<file path="config.mk">
export PLATFORM = sky130hd
export DESIGN_NAME = instr_encoder_flat
export DESIGN_NICKNAME = d
export VERILOG_FILES = /design/src/rtl/instr_encoder_if.sv /design/src/rtl/instr_encoder.sv /design/src/flat_wrapper.sv
export SDC_FILE = /design/constraint.sdc
export NUM_CORES = 1
export LEC_CHECK = 0
export BUFFER_PORTS_ARGS = -buffer_cell sky130_fd_sc_hd__buf_2
export CAP_MARGIN = 10
export CORE_MARGIN = 8
export CORE_UTILIZATION = 30
export CTS_BUF_LIST = sky130_fd_sc_hd__clkbuf_4 sky130_fd_sc_hd__clkbuf_8 sky130_fd_sc_hd__clkbuf_16
export CTS_CLUSTER_DIAMETER = 150
export DETAILED_ROUTE_END_ITERATION = 10
export GPL_ROUTABILITY_DRIVEN = 0
export PLACE_DENSITY = 0.54
export SETUP_SLACK_MARGIN = 0.1
export SLEW_MARGIN = 40
export SYNTH_ARGS = -nofsm -noshare
export SYNTH_HDL_FRONTEND = slang
export SYNTH_SLANG_ARGS = --single-unit
</file>
<file path="constraint.sdc">
create_clock -name clk -period 2.8 [get_ports clk]
set_input_delay 0.56 -clock clk [delete_from_list [all_inputs] [get_ports clk]]
set_output_delay 0.56 -clock clk [all_outputs]
set_load 0.005 [all_outputs]
</file>
<file path="src/rtl/instr_encoder_if.sv">
// Request and output handshakes of the ALU-op to MIPS word encoder.
// master drives requests and takes words; slave is the encoder.
interface instr_encoder_if #(
    parameter int ADDR_W = 6
);
    logic              req_valid;
    logic              req_ready;
    logic [2:0]        req_kind;
    logic [2:0]        req_alu;
    logic [4:0]        req_rs;
    logic [4:0]        req_rt;
    logic [4:0]        req_rd;
    logic [15:0]       req_imm;
    logic              out_valid;
    logic              out_ready;
    logic [31:0]       out_instr;
    logic [ADDR_W-1:0] out_addr;

    modport master (
        output req_valid, req_kind, req_alu,
        output req_rs, req_rt, req_rd, req_imm,
        output out_ready,
        input  req_ready, out_valid,
        input  out_instr, out_addr
    );

    modport slave (
        input  req_valid, req_kind, req_alu,
        input  req_rs, req_rt, req_rd, req_imm,
        input  out_ready,
        output req_ready, out_valid,
        output out_instr, out_addr
    );
endinterface

</file>
<file path="src/rtl/instr_encoder.sv">
// Turns an ALU-level request into a MIPS instruction word with a
// sequential load address; one-entry output register, valid/ready.
module instr_encoder #(
    parameter int              ADDR_W    = 6,
    parameter logic [ADDR_W-1:0] BASE_ADDR = '0
) (
    input  logic clk,
    input  logic rst_n,
    input  logic flush,
    instr_encoder_if.slave bus,
    output logic err
);
    localparam logic [2:0] K_RALU = 3'd0;
    localparam logic [2:0] K_IALU = 3'd1;
    localparam logic [2:0] K_LW   = 3'd2;
    localparam logic [2:0] K_SW   = 3'd3;
    localparam logic [2:0] K_BEQ  = 3'd4;
    localparam logic [2:0] K_BNE  = 3'd5;
    localparam logic [2:0] K_JR   = 3'd6;

    typedef enum logic {
        EMPTY,
        FULL
    } state_t;

    state_t            state;
    state_t            state_n;
    logic [31:0]       word;
    logic              word_ok;
    logic [5:0]        funct;
    logic [5:0]        iop;
    logic              alu_ok;
    logic              acc;
    logic              load;
    logic [31:0]       instr_q;
    logic [ADDR_W-1:0] addr_q;
    logic [ADDR_W-1:0] cnt_q;
    logic              err_q;

    always_comb begin
        funct = 6'b000000;
        iop   = 6'b000000;
        alu_ok = 1'b1;
        unique case (bus.req_alu)
            3'b010: begin funct = 6'b100000; iop = 6'b001000; end
            3'b110: funct = 6'b100010;
            3'b000: begin funct = 6'b100100; iop = 6'b001100; end
            3'b001: begin funct = 6'b100101; iop = 6'b001101; end
            3'b011: funct = 6'b100110;
            3'b111: funct = 6'b101010;
            default: alu_ok = 1'b0;
        endcase
    end

    // I-ALU only has immediate forms for add/and/or
    always_comb begin
        word    = 32'h0;
        word_ok = 1'b0;
        unique case (1'b1)
            (bus.req_kind == K_RALU): begin
                word_ok = alu_ok;
                word = {6'b000000, bus.req_rs, bus.req_rt,
                        bus.req_rd, 5'b00000, funct};
            end
            (bus.req_kind == K_IALU): begin
                word_ok = (iop != 6'b000000);
                word = {iop, bus.req_rs, bus.req_rt, bus.req_imm};
            end
            (bus.req_kind == K_LW): begin
                word_ok = 1'b1;
                word = {6'b100011, bus.req_rs, bus.req_rt, bus.req_imm};
            end
            (bus.req_kind == K_SW): begin
                word_ok = 1'b1;
                word = {6'b101011, bus.req_rs, bus.req_rt, bus.req_imm};
            end
            (bus.req_kind == K_BEQ): begin
                word_ok = 1'b1;
                word = {6'b000100, bus.req_rs, bus.req_rt, bus.req_imm};
            end
            (bus.req_kind == K_BNE): begin
                word_ok = 1'b1;
                word = {6'b000101, bus.req_rs, bus.req_rt, bus.req_imm};
            end
            (bus.req_kind == K_JR): begin
                word_ok = 1'b1;
                word = {6'b000000, bus.req_rs, 15'h0, 6'b001000};
            end
            default: begin
                word_ok = 1'b0;
                word    = 32'h0;
            end
        endcase
    end

    always_ff @(posedge clk or negedge rst_n) begin
        if (!rst_n) begin
            state <= EMPTY;
        end else begin
            state <= state_n;
        end
    end

    always_comb begin
        state_n       = state;
        bus.req_ready = ~flush & ((state == EMPTY) | bus.out_ready);
        acc           = bus.req_valid & bus.req_ready;
        load          = acc & word_ok;
        if (flush) begin
            state_n = EMPTY;
        end else if (load) begin
            state_n = FULL;
        end else if ((state == FULL) && bus.out_ready) begin
            state_n = EMPTY;
        end
    end

    // flush blocks acceptance, so err clears on its own
    always_ff @(posedge clk or negedge rst_n) begin
        if (!rst_n) begin
            instr_q <= 32'h0;
            addr_q  <= BASE_ADDR;
            cnt_q   <= BASE_ADDR;
            err_q   <= 1'b0;
        end else begin
            err_q <= acc & ~word_ok;
            if (flush) begin
                cnt_q <= BASE_ADDR;
            end else if (load) begin
                instr_q <= word;
                addr_q  <= cnt_q;
                cnt_q   <= cnt_q + 1'b1;
            end
        end
    end

    assign bus.out_valid = (state == FULL);
    assign bus.out_instr = instr_q;
    assign bus.out_addr  = addr_q;
    assign err           = err_q;
endmodule

</file>
<file path="src/flat_wrapper.sv">
// flat-port wrapper written by rule: the top's interface ports become plain ports
module instr_encoder_flat 
#(
    parameter int              ADDR_W    = 6,
    parameter logic [ADDR_W-1:0] BASE_ADDR = '0
)
  (clk, rst_n, flush, err, bus_req_valid, bus_req_kind, bus_req_alu, bus_req_rs, bus_req_rt, bus_req_rd, bus_req_imm, bus_out_ready, bus_req_ready, bus_out_valid, bus_out_instr, bus_out_addr);
  instr_encoder_if #(.ADDR_W(ADDR_W)) bus_i ();
  input  logic clk;
  input  logic rst_n;
  input  logic flush;
  output logic err;
  input wire logic [$bits(bus_i.req_valid)-1:0] bus_req_valid;
  input wire logic [$bits(bus_i.req_kind)-1:0] bus_req_kind;
  input wire logic [$bits(bus_i.req_alu)-1:0] bus_req_alu;
  input wire logic [$bits(bus_i.req_rs)-1:0] bus_req_rs;
  input wire logic [$bits(bus_i.req_rt)-1:0] bus_req_rt;
  input wire logic [$bits(bus_i.req_rd)-1:0] bus_req_rd;
  input wire logic [$bits(bus_i.req_imm)-1:0] bus_req_imm;
  input wire logic [$bits(bus_i.out_ready)-1:0] bus_out_ready;
  output wire logic [$bits(bus_i.req_ready)-1:0] bus_req_ready;
  output wire logic [$bits(bus_i.out_valid)-1:0] bus_out_valid;
  output wire logic [$bits(bus_i.out_instr)-1:0] bus_out_instr;
  output wire logic [$bits(bus_i.out_addr)-1:0] bus_out_addr;
  assign bus_i.req_valid = bus_req_valid;
  assign bus_i.req_kind = bus_req_kind;
  assign bus_i.req_alu = bus_req_alu;
  assign bus_i.req_rs = bus_req_rs;
  assign bus_i.req_rt = bus_req_rt;
  assign bus_i.req_rd = bus_req_rd;
  assign bus_i.req_imm = bus_req_imm;
  assign bus_i.out_ready = bus_out_ready;
  assign bus_req_ready = bus_i.req_ready;
  assign bus_out_valid = bus_i.out_valid;
  assign bus_out_instr = bus_i.out_instr;
  assign bus_out_addr = bus_i.out_addr;
  instr_encoder #(.ADDR_W(ADDR_W), .BASE_ADDR(BASE_ADDR)) u_core (.clk(clk), .rst_n(rst_n), .flush(flush), .bus(bus_i), .err(err));
endmodule
</file>
==> Word level (Yosys, flattened, before mapping) <==
Index checks and enable logic that the tools add are counted.
{ "totals": {"latch_bits": 0, "memories": 0, "output_inout_bits": 41, "reg_bits": 46, "ramBits": 0, "input_bits": 42, "romBits": 0, "elab_cells": 44} }
{ "op_classes": {"shift": 0, "bitwise": 8, "n_addsub": 1, "reduce_logical": 9, "n_eq_ne": 11, "n_lt_le_gt_ge": 0, "n_mul": 0, "mux": 10, "div_mod_pow": 0} }
{ "op_table": {"columns": ["op", "n"], "rows": [
  ["case mux 32 bit (7 select lines)", 1],
  ["case mux 6 bit (6 select lines)", 1],
  ["== test 3 bit, second input constant", 5],
  ["== test 3 x 2 -> 1 bit, second input constant", 4],
  ["2-to-1 mux 6 bit", 2],
  ["case mux 4 bit (3 select lines)", 1],
  ["adder 6 x 1 -> 6 bit, second input constant", 1],
  ["== test 3 x 1 -> 1 bit, second input constant", 2],
  ["zero test 3 bit", 2],
  ["nonzero test 6 bit", 1],
  ["OR reduction 6 bit", 1],
  ["OR reduction 5 bit", 1],
  ["bitwise AND 1 bit", 4],
  ["2-to-1 mux 1 bit", 4],
  ["inverter 1 bit", 3],
  ["case mux 1 bit (3 select lines)", 1],
  ["nonzero test 3 bit", 1],
  ["AND reduction 2 bit", 1],
  ["nonzero test 2 bit", 1],
  ["logical AND 1 bit", 1],
  ["OR 1 bit", 1]
]} }

==> Depth between registers and ports, before layout <==
Gate-level depths: netlist of the first run.
{ "depth": {"depth_word": 7, "ltp_mapped": 7, "mapped_depth_nobuf": 5} }

==> Worst setup path before layout of the first run <==
Ideal clock, no wire load.
{ "synth_timing": {"path_kind": "input to register", "startpoint": "in flush", "endpoint": "reg u_core.cnt_q[5]", "setup_ns": 0.078, "cell_stages": 5, "required_ns": 2.722, "path_buffers": 1, "arrival_ns": 1.785, "slack_ns": 0.937, "cell_sequence": "clkbuf_1 nor3b_1 nand3_2 or4_1 a21oi_1"} }
{ "synth_via": {"elab_chain_len": 5, "word_cells_on_any_way": 6, "classes_between": "mux (1); bitwise (4); reduce/logical (1)"} }
{ "synth_lines": {"columns": ["element", "line_no", "text"], "rows": [
  ["from (decl)", "flat_wrapper.sv:11", "input logic flush;"],
  ["inverter 1 bit (no source line)", null, null],
  ["bitwise AND 1 bit", "instr_encoder.sv:106", "bus.req_ready = ~flush & ((state == EMPTY) | bus.out_ready);"],
  ["bitwise AND 1 bit", "instr_encoder.sv:107", "acc = bus.req_valid & bus.req_ready;"],
  ["bitwise AND 1 bit", "instr_encoder.sv:108", "load = acc & word_ok;"],
  ["nonzero test 2 bit (no source line)", null, null],
  ["to (signal assigned)", "instr_encoder.sv:132", "cnt_q <= cnt_q + 1'b1;"],
  ["to (decl)", "instr_encoder.sv:37", "logic [ADDR_W-1:0] cnt_q;"]
]} }
Several ways; a longest one is shown, not always the timed one.
A chain may end at the register's enable or synchronous reset.

==> Worst setup path in the final report of the first run <==
{ "layout_timing": {"startpoint": "reg u_core.state, in the netlist u_core.bus.out_valid", "endpoint": "reg u_core.instr_q[26], in the netlist u_core.bus.out_instr[26]"} }
{ "layout_via": {"elab_chain_len": 6} }
{ "layout_lines": {"columns": ["element", "line_no", "text"], "rows": [
  ["from (decl)", "instr_encoder.sv:26", "state_t state;"],
  ["from (signal assigned)", "instr_encoder.sv:100", "state <= state_n;"],
  ["inverter 1 bit", "instr_encoder.sv:106", null],
  ["OR 1 bit", "instr_encoder.sv:106", null],
  ["bitwise AND 1 bit", "instr_encoder.sv:106", null],
  ["bitwise AND 1 bit", "instr_encoder.sv:107", null],
  ["bitwise AND 1 bit", "instr_encoder.sv:108", null],
  ["AND reduction 2 bit (no source line)", null, null],
  ["to (signal assigned)", "instr_encoder.sv:130", "instr_q <= word;"],
  ["to (decl)", "instr_encoder.sv:35", "logic [31:0] instr_q;"]
]} }
No other way between the ends.

==> results of run 1 <==
[cells by family after synthesis]
kind of cell,after synthesis,synth area share [%]
adder cells (fa/ha/maj),1,0.630
other,1,0.189
AND/OR/NAND/NOR,71,15.7
multiplexers,13,7.25
flip-flops,44,55.5
buffers and inverters,16,3.53
XOR/XNOR,1,0.441
AO/OA/AOI/OAI,56,16.8
[power by group through the flow]
stage	Sequential (mW)	Clock, mW	Combinational, mW
3_3_place_gp	0.780	0	0.302
6_report	0.765	0.407	0.298
3_5_place_dp	0.779	0	0.308
4_1_cts	0.767	0.426	0.308
5_1_grt	0.779	0.453	0.342
2_1_floorplan	0.787	0	0.130
[routing by layer]
layer / track usage [%] / part of all wire, % / vias up
met3: 4.41 / 7.3 / 5
met2: 16.4 / 46 / 47
met5: 0 / 0 / -
met1: 13.3 / 45 / 798
met4: 3.50 / 1.4 / 0
li1: - / - / 854
[state kept, by name (all words and copies together), names as in the netlist]
signal	count
u_core.bus.out_addr	6
u_core.bus.out_valid	1
u_core.cnt_q	6
u_core.bus.out_instr	30
u_core.err	1
[synth_stat cells]
library cell | instances | share of area, %
sky130_fd_sc_hd__nand2b_1 | 5 | 1.6
sky130_fd_sc_hd__nor2b_1 | 1 | 0.32
sky130_fd_sc_hd__buf_4 | 2 | 0.76
sky130_fd_sc_hd__mux2i_1 | 2 | 1.0
sky130_fd_sc_hd__o21ai_0 | 3 | 0.76
sky130_fd_sc_hd__xor2_1 | 1 | 0.44
sky130_fd_sc_hd__or4_1 | 1 | 0.38
sky130_fd_sc_hd__mux2_1 | 11 | 6.2
sky130_fd_sc_hd__a21o_1 | 3 | 1.1
sky130_fd_sc_hd__nand3b_1 | 1 | 0.38
sky130_fd_sc_hd__or3_1 | 2 | 0.63
sky130_fd_sc_hd__nor3b_1 | 1 | 0.38
sky130_fd_sc_hd__and2_1 | 1 | 0.32
sky130_fd_sc_hd__nor2_1 | 15 | 2.8
sky130_fd_sc_hd__ha_1 | 1 | 0.63
sky130_fd_sc_hd__a22oi_1 | 5 | 1.9
sky130_fd_sc_hd__nand2_1 | 39 | 7.4
sky130_fd_sc_hd__a32oi_1 | 3 | 1.3
sky130_fd_sc_hd__o21ai_1 | 23 | 5.8
sky130_fd_sc_hd__nor3_1 | 1 | 0.25
sky130_fd_sc_hd__buf_2 | 2 | 0.50
sky130_fd_sc_hd__o31ai_1 | 2 | 0.76
sky130_fd_sc_hd__a41oi_1 | 1 | 0.44
sky130_fd_sc_hd__o211ai_1 | 1 | 0.38
sky130_fd_sc_hd__a21oi_1 | 12 | 3.0
sky130_fd_sc_hd__a2111oi_0 | 1 | 0.44
sky130_fd_sc_hd__a2bb2oi_1 | 1 | 0.44
sky130_fd_sc_hd__nand3_1 | 3 | 0.76
sky130_fd_sc_hd__clkbuf_1 | 9 | 1.7
sky130_fd_sc_hd__nand3_2 | 1 | 0.50
sky130_fd_sc_hd__inv_1 | 3 | 0.57
sky130_fd_sc_hd__conb_1 | 1 | 0.19
sky130_fd_sc_hd__dfrtp_1 | 44 | 55
sky130_fd_sc_hd__a21boi_0 | 1 | 0.38
[critical path, delay by kind of cell, from the launching register on]
kind	cells	cell delay (ns)
buffers and inverters	1	0.28
AOI/OAI and AO/OA	2	0.53
DFF	1	0.40
and+or+nand+nor	3	0.63
[final cells by class]
type | count | area, um2
Fill cell | 679 | 3850
Sequential cell | 44 | 1100
Multi-Input combinational cell | 143 | 813
Timing Repair Buffer | 83 | 423
Tap cell | 77 | 96.3
Clock buffer | 6 | 82.6
Inverter | 3 | 11.3
Clock inverter | 2 | 10.0
[metrics by stage]
stage | utilization [%] | hold WS [ns] | power [mW]
finish | 39.7 | 0.246 | 1.47
CTS | 39.7 | 0.274 | 1.50
floorplan | - | 0.264 | 0.917
detailed placement | 38.3 | 0.460 | 1.09
global route | 39.7 | 0.287 | 1.57
global placement | 38.2 | 0.464 | 1.08
[cell usage in the layout (no fill, tap or decap), drive strengths merged, types with 2 or more instances in the layout]
cell type	count
mux2i	2
clkbuf	6
nand2b	5
a32oi	3
nand2	39
clkinv	2
inv	3
or3	2
a21o	3
o31ai	2
o21ai	26
buf	83
mux2	11
nand3	4
a21oi	12
a22oi	5
dfrtp	44
nor2	15
[how the worst max path moves through the flow]
stage | slack, ns | from | to | cells past startpoint
floorplan | 0.94 | flush | u_core.cnt_q[5]$_DFFE_PN0P_ | 5
global placement | 0.63 | flush | u_core.bus.out_instr[26]$_DFFE_PN0P_ | 6
global route | 0.67 | u_core.bus.out_valid$_DFFE_PN0P_ | u_core.bus.out_instr[26]$_DFFE_PN0P_ | 6
detailed placement | 0.59 | bus_req_kind[1] | u_core.bus.out_instr[26]$_DFFE_PN0P_ | 7
CTS | 0.83 | u_core.bus.out_valid$_DFFE_PN0P_ | u_core.bus.out_instr[26]$_DFFE_PN0P_ | 6
finish | 0.88 | u_core.bus.out_valid$_DFFE_PN0P_ | u_core.bus.out_instr[26]$_DFFE_PN0P_ | 6
==> summary.md, run 1 <==
| Metric | Value |
|---|---|
| CP Launch Type | `register` |
| Hold buffer count at CTS | `0` |
| Ratio of routed vias to standard cells | `4.76` |
| Outcome | `finished clean` |
| Total non-filler cell area in the finished layout | `2540 um2` |
| Count of nets left with antenna violations after detail routing | `0` |
| Unrepaired setup endpoints after global routing | `no` |
| Post-synth net total | `246` |
| Number of max-cap violations | `0` |
| Clock root cell | `sky130_fd_sc_hd__clkbuf_8` |
| Sequential element share of the synthesized area | `55.5%` |
| Mean post-synth cell area | `9.78 um2` |
| Total gr overflow | `0` |
| First-iteration detailed-routing DRC count | `72` |
| Final setup violation count | `0` |
| CTS H-tree lvls | `2` |
| Standard cell core area | `6390 um2` |
| Power density cells | `579 nW/um2` |
| Worst hold-check path type | `in -> async` |
| CTS clock-pin slew for the worst setup and hold paths | `0.08 ns` |
| Total count of hold-check failures in the final report | `0` |
| Via count of the first global-routing pass | `1,756` |
| Internal power summed over all cells | `1.06 mW` |
| Wire length of the first global-routing pass | `8450 um` |
| Highest clock rate | `522 MHz` |
| Peak fanout along the critical path | `42` |
| Clock tree sinks | `44` |
| Post-cts resize count | `0` |
| Overall routing resource usage | `10.7%` |
| WL per Instance | `14.0 um` |
| Insertion delay to the later sink of the worst-skew pair | `0.29 ns` |
| Cell Count, Final, Fillers Out | `358` |
| Sequential share of power | `52.0%` |
| Min setup slack post-route | `0.884 ns` |
| Die outline area | `9470 um2` |
| Iteration count of the initial detailed-routing pass | `4` |
| Critical path start-end classification | `reg -> reg` |
| Diodes inserted | `0` |
| Req. time, crit path | `3.03 ns` |
| Length in cells of the worst reg-to-reg path | `6` |
| Die Y-Extent | `97.3 um` |
| Setup TNS | `0 ns` |
| Via count | `1,704` |
| Register-to-register path setup slack | `0.88 ns` |
| Final-stage net count | `323` |
| Cell Count Post-Placement | `350` |
| Total clock buffers created by CTS | `5` |
| Slowest stage cell on the critical path | `sky130_fd_sc_hd__a2111oi_0` |
| Number of antenna violations at the first check in global routing | `0` |
| Number of different library cells in the post-synthesis netlist | `34` |
| Placed wire-length estimate | `3830 um` |
| Cells along the critical path | `nor2b_1, nor3b_1, nand3_2, buf_4, a2111oi_0, a21o_1` |
| Die X | `97.3 um` |
| Post-Route Skew | `0.00227 ns` |
| Portion of total power attributed to the clock network | `27.7%` |
| Maximum number of pins on one net before global-route repair | `45` |
| Maximum resistive drop on vdd | `253 uV` |
| Synthesis-to-finish area growth | `27.9%` |
| Slew HR | `53.8%` |
| Share of the cycle needed by the critical path after routing | `68.4%` |
| Worst slew pin tran | `0.691 ns` |
| Arrival time of the worst setup path | `2.15 ns` |
| Placed Area | `2440 um2` |
| P_leak | `1.32 nW` |
| Count of boundary I/O pins | `83` |
| Number of standard-cell rows in the floorplan | `29` |
| Critical path endpoint category | `register` |
| Number of setup buffers added after CTS | `0` |
| Cell area after synthesis | `1980 um2` |
| DR DRC count | `0` |
| Total wire length after detailed routing | `5020 um` |
| Time the worst path needs with I/O delays and setup | `1.92 ns` |
| Number of instances in the synthesized netlist | `203` |
| Total net switching power | `409 uW` |
| CTS tree | `built` |
| Gate power share | `20.2%` |
| Origin of the critical flop-to-flop path | `u_core.bus.out_valid$_DFFE_PN0P_` |
| Count of port buffers added during placement | `81` |
| Maximum cell stage delay along the critical path | `0.41 ns` |
| Final number of max-transition violations | `0` |
| Initial core utilization | `31.1%` |
| Crit Reg-Reg Endpoint | `u_core.bus.out_instr[26]$_DFFE_PN0P_` |
| Pre-CTS setup slack | `0.594 ns` |
| Post-synthesis register bit count | `44` |
| Switching power share of the total | `27.9%` |
| Syn. warnings | `0` |
| Maximum number of buffers from clock root to sink | `2` |
| Layout cells sized above 1 | `32.7%` |
Note: power is estimated with default switching activity, not from simulation.
==> inputs of run 2 (changes only) <==
--- a/config.mk
+++ b/config.mk
@@ -13,7 +13,7 @@
 export CTS_CLUSTER_DIAMETER = 150
 export DETAILED_ROUTE_END_ITERATION = 10
 export GPL_ROUTABILITY_DRIVEN = 0
-export PLACE_DENSITY = 0.54
+export PLACE_DENSITY = 0.56
 export SETUP_SLACK_MARGIN = 0.1
 export SLEW_MARGIN = 40
 export SYNTH_ARGS = -nofsm -noshare
==> constraint.sdc (replaced) <==
create_clock -name clk -period 1.6 [get_ports clk]
set_input_delay 0.32 -clock clk [delete_from_list [all_inputs] [get_ports clk]]
set_output_delay 0.32 -clock clk [all_outputs]
set_load 0.005 [all_outputs]
==> summary.md, run 2 (synthesized netlist as in run 1, its figures left out) <==
| Metric | Value |
|---|---|
| Slew HR | `63.5% (+9.8 points)` |
| Placed wire-length estimate | `4260 um (+11%)` |
| Count of boundary I/O pins | `83 (unchanged)` |
| Initial core utilization | `31.1% (unchanged)` |
| Worst slew pin tran | `0.547 ns (-0.144 ns)` |
| Outcome | `complete, but fails checks` |
| Wire length on met1 | `2600 um (+14%)` |
| Commonest cells after routing, fill and taps aside | `sky130_fd_sc_hd__buf_2 (81), sky130_fd_sc_hd__dfrtp_1 (44), sky130_fd_sc_hd__nand2_1 (32)` |
| Min setup slack post-route | `-0.00198 ns (-0.886 ns)` |
| Final number of max-transition violations | `0 (unchanged)` |
| Unrepaired setup endpoints after global routing | `yes` |
| Via count | `1,825 (+7.1%)` |
| Overall routing resource usage | `12.2% (+1.5 points)` |
| Crit path buffers/inverters | `1 (unchanged)` |
| Multi-input combinational cell area | `941 um2 (+16%)` |
| Total non-filler cell area in the finished layout | `3000 um2 (+18%)` |
| Post-Route Skew | `0.00353 ns (+0.00126 ns)` |
| Number of standard-cell rows in the floorplan | `29 (unchanged)` |
| Final core area utilization | `46.9% (+7.2 points)` |
| Number of max-cap violations | `0 (unchanged)` |
| Final-stage net count | `354 (+9.6%)` |
| Diodes inserted | `0 (unchanged)` |
| Insertion delay to the later sink of the worst-skew pair | `0.30 ns (about the same)` |
| Count of fill cells added during filler insertion | `642 (-5.4%)` |
| Maximum number of buffers from clock root to sink | `2 (unchanged)` |
| Via count of the first global-routing pass | `1,950 (+11%)` |
| Critical path start-end classification | `reg -> reg` |
| Share of the cycle needed by the critical path after routing | `100% (+32 points)` |
| Count of port buffers added during placement | `81 (unchanged)` |
| Commonest non-fill, non-tap cell in the layout | `sky130_fd_sc_hd__buf_2` |
| Cells along the critical path | `nor2b_4, nor3b_2, buf_4, nand3_4, or4_1, a21oi_1` |
| Count of nets left with antenna violations after detail routing | `0 (unchanged)` |
| Worst hold-check path type | `in -> reg` |
| Total power after layout | `2.97 mW (+100%)` |
| Slowest stage cell on the critical path | `sky130_fd_sc_hd__or4_1` |
| Synthesis-to-finish area growth | `51.1%` |
| Die Y-Extent | `97.3 um (unchanged)` |
| CTS clock-pin slew for the worst setup and hold paths | `0.08 ns (about the same)` |
| Ratio of routed vias to standard cells | `4.69 (-1.4%)` |
| First-iteration detailed-routing DRC count | `66 (-8.3%)` |
| Time the worst path needs with I/O delays and setup | `1.60 ns (-0.314 ns)` |
| Area taken by flip-flops and latches | `1100 um2 (unchanged)` |
| Routed wl met2 | `2610 um (+13%)` |
| Cell Count Post-Placement | `372 (+6.3%)` |
| P_leak | `1.55 nW (+17%)` |
| Total wire length after detailed routing | `5750 um (+15%)` |
| Req. time, crit path | `1.82 ns (-1.21 ns)` |
| Clock tree sinks | `44 (unchanged)` |
| Layout cells sized above 1 | `45.8% (+13 points)` |
| Total gr overflow | `0 (unchanged)` |
| Violations in the final reports | `setup timing` |
| WL per Instance | `14.8 um (+5.4%)` |
| Arrival time of the worst setup path | `1.83 ns (-0.32 ns)` |
| Uppermost routed layer | `met4` |
| Maximum number of pins on one net before global-route repair | `45 (unchanged)` |
| DR DRC count | `0 (unchanged)` |
| Die outline area | `9470 um2 (unchanged)` |
| CP Launch Type | `register` |
| Delay-heaviest family, CP | `simple AND/OR/NAND/NOR gates` |
| Die X | `97.3 um (unchanged)` |
| Clock root cell | `sky130_fd_sc_hd__clkbuf_8` |
| Power density cells | `990 nW/um2 (+71%)` |
| CTS H-tree lvls | `2 (unchanged)` |
| Maximum resistive drop on vdd | `482 uV (+90%)` |
| Final setup violation count | `1 (+1)` |
| Routed length on met3 | `462 um (+26%)` |
| Critical path endpoint category | `register` |
| Total clock buffers created by CTS | `5 (unchanged)` |
| Highest clock rate | `624 MHz (+20%)` |
| Max reg flops | `30 (unchanged)` |
| Iteration count of the initial detailed-routing pass | `4 (unchanged)` |
| Total count of hold-check failures in the final report | `0 (unchanged)` |
| Wire length of the first global-routing pass | `9620 um (+14%)` |
| Maximum cell stage delay along the critical path | `0.44 ns (+0.03 ns)` |
| Cell Count, Final, Fillers Out | `389 (+8.7%)` |
| Peak fanout along the critical path | `7 (-83%)` |
| CTS tree | `built` |
| Worst hold slack across all endpoints | `0.231 ns (-0.0149 ns)` |
| Number of antenna violations at the first check in global routing | `0 (unchanged)` |
| Standard cell core area | `6390 um2 (unchanged)` |
| Placed Area | `2640 um2 (+7.9%)` |
==> run 2: worst paths after layout <==
check | startpoint | end | slack (ns) | cells after the start
max reg2reg | u_core.bus.out_valid$_DFFE_PN0P_ | u_core.cnt_q[5]$_DFFE_PN0P_ | -0.002 | 6
max in group asynchronous | rst_n | u_core.bus.out_instr[1]$_DFFE_PN0P_ | 0.86 | 3
min | bus_req_rs[4] | u_core.bus.out_instr[25]$_DFFE_PN0P_ | 0.23 | 2
min in group asynchronous | rst_n | u_core.bus.out_addr[3]$_DFFE_PN0P_ | 0.52 | 3
min reg2reg | u_core.bus.out_instr[1]$_DFFE_PN0P_ | u_core.bus.out_instr[1]$_DFFE_PN0P_ | 0.48 | 1
max | u_core.bus.out_valid$_DFFE_PN0P_ | u_core.cnt_q[5]$_DFFE_PN0P_ | -0.002 | 6
==> run 2: metrics by stage <==
step | setup slack, ns | setup TNS, ns
2_1_floorplan | 0.0879 | 0
3_3_place_gp | -0.185 | -4.06
3_5_place_dp | -0.217 | -4.82
4_1_cts | 0.0189 | 0
5_1_grt | -0.0736 | -0.769
6_report | -0.00198 | -0.00198
==> run 2: worst register-to-register path: stages (launching register included) <==
cell,delay [ns]
sky130_fd_sc_hd__dfrtp_1,0.39
sky130_fd_sc_hd__nor2b_4,0.13
sky130_fd_sc_hd__nor3b_2,0.16
sky130_fd_sc_hd__buf_4,0.16
sky130_fd_sc_hd__nand3_4,0.12
sky130_fd_sc_hd__or4_1,0.44
sky130_fd_sc_hd__a21oi_1,0.13
==> run 2: cell type report <==
class	instances	area share (%)
Clock buffer	7	3.21
Clock inverter	1	1.00
Inverter	3	0.376
Multi-Input combinational cell	144	31.4
Sequential cell	44	36.7
Tap cell	77	3.21
Timing Repair Buffer	113	24.1
==> run 2: where the power goes <==
group | internal (mW) | total [mW] | switching [mW]
clock network | 0.551 | 0.944 | 0.392
registers | 1.26 | 1.35 | 0.0839
logic | 0.355 | 0.677 | 0.322
total | 2.17 | 2.97 | 0.799
==> run 2: metal layers <==
layer  track usage, %  vias up
met5                0        -
met4             3.85        0
met3             5.05        5
met2             18.8       52
met1             15.0      852
li1                 -      916
==> run 2: what timing repair did <==
action	in CTS	in global routing
endpoints found under the setup margin	41	42
gates resized for setup	9	27
pin swaps	2	10
gates cloned	1	1
hold endpoints to repair	44	0
setup buffers	3	4
hold buffers	1	0
